## src/rtl/branch_commit_reporter.sv

```systemverilog
// In-order retirement of conditional branches/JALs: tracks predictions, captures
// out-of-order resolutions, emits predictor training and mispredict redirect.
module branch_commit_reporter #(
    parameter int unsigned DEPTH = 16,
    parameter int unsigned IDX_W = 4
) (
    input  logic             clk,
    input  logic             rst,
    input  logic             i_rdy,
    input  logic             i_alloc_valid,
    input  logic [31:0]      i_alloc_pc,
    input  logic             i_alloc_pred_taken,
    input  logic [31:0]      i_alloc_pred_target,
    output logic [IDX_W-1:0] o_alloc_tag,
    output logic             o_full,
    input  logic             i_res_valid,
    input  logic [IDX_W-1:0] i_res_tag,
    input  logic             i_res_taken,
    input  logic [31:0]      i_res_target,
    output logic             o_rob_commit_pc_arrived,
    output logic [31:0]      o_rob_commit_pc,
    output logic             o_hit_res,
    output logic             o_commit_taken,
    output logic             o_mispredict,
    output logic [31:0]      o_redirect_pc
);

    localparam int unsigned CNT_W = IDX_W + 1;

    logic [31:0]      r_pc          [DEPTH];
    logic             r_pred_taken  [DEPTH];
    logic [31:0]      r_pred_target [DEPTH];
    logic             r_taken       [DEPTH];
    logic [31:0]      r_target      [DEPTH];
    logic [DEPTH-1:0] r_valid;
    logic [DEPTH-1:0] r_resolved;
    logic [IDX_W-1:0] r_head;
    logic [IDX_W-1:0] r_tail;
    logic [CNT_W-1:0] r_count;

    logic             r_arrived;
    logic [31:0]      r_commit_pc;
    logic             r_hit;
    logic             r_commit_taken;
    logic             r_mispredict;
    logic [31:0]      r_redirect_pc;

    logic             w_commit;
    logic             w_hit;
    logic             w_flush;
    logic             w_alloc;
    logic             w_res;
    logic [31:0]      w_actual_next;

    // Head-of-buffer retirement decision, all from pre-edge state
    always_comb begin
        w_commit      = r_valid[r_head] & r_resolved[r_head];
        w_actual_next = r_taken[r_head] ? r_target[r_head] : 32'(r_pc[r_head] + 32'd4);
        w_hit         = (r_pred_taken[r_head] == r_taken[r_head]) &&
                        (r_pred_target[r_head] == w_actual_next);
        w_flush       = w_commit & ~w_hit;
        w_alloc       = i_alloc_valid & ~o_full;
        w_res         = i_res_valid & r_valid[i_res_tag];
    end

    assign o_full      = (r_count == CNT_W'(DEPTH));
    assign o_alloc_tag = r_tail;

    // Entry payload; no reset needed since valid/resolved gate every use
    always_ff @(posedge clk) begin
        if (!rst && i_rdy && !w_flush) begin
            if (w_alloc) begin
                r_pc[r_tail]          <= i_alloc_pc;
                r_pred_taken[r_tail]  <= i_alloc_pred_taken;
                r_pred_target[r_tail] <= i_alloc_pred_target;
            end
            if (w_res) begin
                r_taken[i_res_tag]  <= i_res_taken;
                r_target[i_res_tag] <= i_res_target;
            end
        end
    end

    // Pointers, occupancy and per-entry flags
    always_ff @(posedge clk) begin
        if (rst) begin
            r_head     <= '0;
            r_tail     <= '0;
            r_count    <= '0;
            r_valid    <= '0;
            r_resolved <= '0;
        end else if (i_rdy) begin
            if (w_flush) begin
                r_head     <= '0;
                r_tail     <= '0;
                r_count    <= '0;
                r_valid    <= '0;
                r_resolved <= '0;
            end else begin
                if (w_commit) begin
                    r_valid[r_head]    <= 1'b0;
                    r_resolved[r_head] <= 1'b0;
                    r_head             <= r_head + IDX_W'(1);
                end
                if (w_alloc) begin
                    r_valid[r_tail]    <= 1'b1;
                    r_resolved[r_tail] <= 1'b0;
                    r_tail             <= r_tail + IDX_W'(1);
                end
                if (w_res) begin
                    r_resolved[i_res_tag] <= 1'b1;
                end
                case ({w_alloc, w_commit})
                    2'b10:   r_count <= r_count + CNT_W'(1);
                    2'b01:   r_count <= r_count - CNT_W'(1);
                    default: r_count <= r_count;
                endcase
            end
        end
    end

    // Registered commit report; pulses drop whenever no commit fires
    always_ff @(posedge clk) begin
        if (rst) begin
            r_arrived      <= 1'b0;
            r_commit_pc    <= '0;
            r_hit          <= 1'b0;
            r_commit_taken <= 1'b0;
            r_mispredict   <= 1'b0;
            r_redirect_pc  <= '0;
        end else if (i_rdy) begin
            r_arrived    <= w_commit;
            r_mispredict <= w_flush;
            if (w_commit) begin
                r_commit_pc    <= r_pc[r_head];
                r_hit          <= w_hit;
                r_commit_taken <= r_taken[r_head];
            end
            if (w_flush) begin
                r_redirect_pc <= w_actual_next;
            end
        end else begin
            r_arrived    <= 1'b0;
            r_mispredict <= 1'b0;
        end
    end

    assign o_rob_commit_pc_arrived = r_arrived;
    assign o_rob_commit_pc         = r_commit_pc;
    assign o_hit_res               = r_hit;
    assign o_commit_taken          = r_commit_taken;
    assign o_mispredict            = r_mispredict;
    assign o_redirect_pc           = r_redirect_pc;

endmodule

```

## config.mk

```make
export PLATFORM = sky130hd
export DESIGN_NAME = branch_commit_reporter
export DESIGN_NICKNAME = d
export VERILOG_FILES = /design/src/rtl/branch_commit_reporter.sv
export SDC_FILE = /design/constraint.sdc
export NUM_CORES = 1
export LEC_CHECK = 0
export CAP_MARGIN = 10
export CELL_PAD_IN_SITES_DETAIL_PLACEMENT = 1
export CELL_PAD_IN_SITES_GLOBAL_PLACEMENT = 1
export CORE_MARGIN = 3
export CORE_UTILIZATION = 40
export DETAILED_ROUTE_END_ITERATION = 6
export GPL_TIMING_DRIVEN = 0
export HOLD_SLACK_MARGIN = 0.15
export PLACE_DENSITY_LB_ADDON = 0.1
export SLEW_MARGIN = 10
export SYNTH_ARGS = -nofsm -noshare
export SYNTH_HDL_FRONTEND = slang
export SYNTH_SLANG_ARGS = --single-unit
```

## constraint.sdc

```tcl
create_clock -name clk -period 20.8 [get_ports clk]
set_clock_uncertainty 0.15 [all_clocks]
set_input_delay 4.16 -clock clk [delete_from_list [all_inputs] [get_ports clk]]
set_output_delay 4.16 -clock clk [all_outputs]
set_load 0.02 [all_outputs]
```

==> flow_summary.toml <==
[setup_path]
end_kind = "flip-flop"
required_ns = 21.17
worst-endpoint-arrival_ns = 9.94
rr_worst_depth = 20
path_class = "reg2reg"
critPathMaxFanout = 10
start_kind = "flip-flop"

[pwr]
irDropWorstVdd_mv = 0.0842
leakage_nw = 24.9
powerDensity_nw_per_um2 = 87.1

[place]
gp_congestion = 0.901
dp_hpwl_um = 163000
dp_cells = 6013
place_ws_ns = 11.25
io_buffers = 177

[die]
coreArea_um2 = 165000
die_h_um = 414
die_w_um = 414
initial_core_util_pct = 40.3
dieArea_um2 = 171000
pin_count = 180
rows = 149

[final_layout]
nets = 4126
area_growth_pct = 20.1
mostFrequentLayoutCells = "edfxtp_1 (1,568), mux4_2 (409), nand2_1 (257), clkbuf_16 (187), clkdlybuf4s50_1 (177)"
finalCoreUtilization_pct = 48.4
final_cell_count_no_fill = 6344
drive_above_1_share_pct = 25.3
layout_commonest_cell = "edfxtp_1"

[run]
maxCapViolCount = 0

[timing]
final-setup-viol-count = 0
fin_ws_ns = 11.23
min_period_ns = 9.57
fmax_ghz = 0.105
hold_viol = 0
drv_slew = 0
timing.slew.headroom_pct = 11.0
worst_pin_slew_ns = 1.32
rsz0062_at_grt = "no"
fin_crit_sh_pct = 46.0

[clocking]
hold_buffers = 0
post-cts-setup-buffers = 0
cts_buffer_depth = 3
cts_tree = "done"
numCtsBuffers = 180
insertion_delay_ns = 0.83
h-tree-depth = 4
clk_pin_slew_ns = 0.06
cts_sinks = 1685
cts_resized = 0
root_buffer = "clkbuf_16"

[drt]
avgRoutedWirePerCell_um = 35.9
via_per_inst = 5.89
drc = 0
dr.pass1.iters = 6
wl_um = 228000
drt-initial-drc-count = 4600
vias = 37400
ant_nets = 0

[global_route]
grt_overflow_total = 0
antenna_found_initial = 20
grt_start_max_net_pins = 17
track_usage_pct = 26.4
grt_pass1_vias = 38100
grt_pass1_wl_um = 315000

[yosys]
yosysWarnings = 0
synthesis.nets = 3526
yosysUniqueCellTypes = 73
synth.avg_cell_area_um2 = 19.6
yosysSeqAreaShare_pct = 74.2
syn_inst = 3406
synth_async_sr_flop_share_pct = 0
ys_seq_elements = 1685
netlist_area_um2 = 66600
synthFlopType = "edfxtp_1"
synth_edf_count = 1568

[worst_hold_path]
min_path_type = "reg2reg"
min_path_cells = 2

[status]
outcome = "finished, final reports clean"
sequential cells by signal (all words and copies together), names as in the netlist, named ones only:
register                 cells
o_mispredict                 1
o_redirect_pc               32
o_rob_commit_pc             32
r_valid                     16
r_target                   512
r_pc                       512
o_rob_commit_pc_arrived      1
o_hit_res                    1
o_commit_taken               1
r_resolved                  16
o_alloc_tag                  4
r_pred_taken                16
r_taken                     16
r_count                      5
r_head                       4
r_pred_target              512
critical path, stage by stage, from the launching register on:
cell and delay, ns:
dfxtp_1 0.47, buf_2 0.46, buf_2 0.43, clkbuf_1 0.97, clkbuf_1 0.96, mux4_2 0.43, mux4_2 0.55, nor2_1 0.35
a31o_1 0.35, xor2_1 0.35, o2111ai_1 0.25, nor4_1 0.51, nand4_1 0.46, o21a_2 0.45, buf_6 0.20, buf_2 0.23
nor3b_2 0.74, buf_4 0.35, buf_6 0.20, buf_4 0.20, buf_6 0.17
through the flow:
step	area (um^2)	power [mW]	TNS [ns]	hold WS, ns
floorplan	66600	3.81	0	0.293
global placement	71100	3.90	-60.58	0.299
detailed placement	74300	3.91	0	0.299
CTS	80000	7.02	0	0.308
global route	80000	7.17	0	0.334
finish	80000	6.96	0	0.308
layout make-up:
class                           instances  area, um^2
Fill cell                           15200       85200
Sequential cell                      1685       49400
Multi-Input combinational cell       1520       16300
Clock buffer                          224        4840
Timing Repair Buffer                  418        4750
Tap cell                             2189        2740
Buffer                                191        1080
Clock inverter                        101         840
Inverter                               10        37.5
Antenna cell                            6        15.0
cells in the mapped netlist (all sizes together) (12+ instances only):
cell / number / area, um^2
a211oi: 12 / 90.1
a21oi: 61 / 305
a22oi: 135 / 1010
a32oi: 17 / 149
and2: 19 / 119
and3: 15 / 93.8
buf: 108 / 762
clkbuf: 83 / 312
dfxtp: 117 / 2340
edfxtp: 1568 / 47100
ha: 12 / 150
mux2i: 55 / 551
mux4: 409 / 9210
nand2: 258 / 971
nand3: 47 / 235
nand3b: 31 / 233
nand4: 25 / 156
nand4b: 12 / 105
nor2: 91 / 344
nor2b: 18 / 113
nor3: 39 / 255
nor3b: 22 / 165
o21ai: 57 / 285
xnor2: 30 / 263
xor2: 37 / 324
path summary, 6_finish.rpt:
kind,to,start,slack (ns)
worst max-delay path,r_target[9][1]$_DFFE_PP_,flip-flop,11.23
worst min-delay path,o_rob_commit_pc[12]$_SDFFE_PP0P_,o_rob_commit_pc[12]$_SDFFE_PP0P_,0.31
worst max register to register,r_target[9][1]$_DFFE_PP_,flip-flop,11.23
worst min register to register,o_rob_commit_pc[12]$_SDFFE_PP0P_,o_rob_commit_pc[12]$_SDFFE_PP0P_,0.31
kinds of logic (layout without fill, tap and decap cells):
| group | count (synthesis) | after routing | synth area share, % |
|---|---|---|---|
| AO/OA/AOI/OAI | 354 | 354 | 3.65 |
| XOR/XNOR | 67 | 67 | 0.881 |
| adder cells (fa/ha/maj) | 13 | 13 | 0.255 |
| buffers and inverters | 201 | 944 | 1.67 |
| flip-flops | 1685 | 1685 | 74.2 |
| multiplexers | 465 | 465 | 14.7 |
| other | 0 | 6 | 0 |
| AND/OR/NAND/NOR | 621 | 621 | 4.67 |
where the power goes:
part / switching [mW] / leakage (nW) / internal [mW]
sequential: 0.00241 / 15.0 / 3.71
clock: 1.35 / 2.75 / 1.77
combinational: 0.0895 / 7.12 / 0.0369
total: 1.45 / 24.9 / 5.52
metal layers:
metal  global-route usage (%)  wire length, um  vias up
li1                         -                -    15300
met1                     36.2            95200    20300
met2                     43.1           110000     1492
met3                     4.19            14000      354
met4                     9.23             8470        6
met5                        0               34        -
Note: power is estimated with default switching activity, not from simulation.
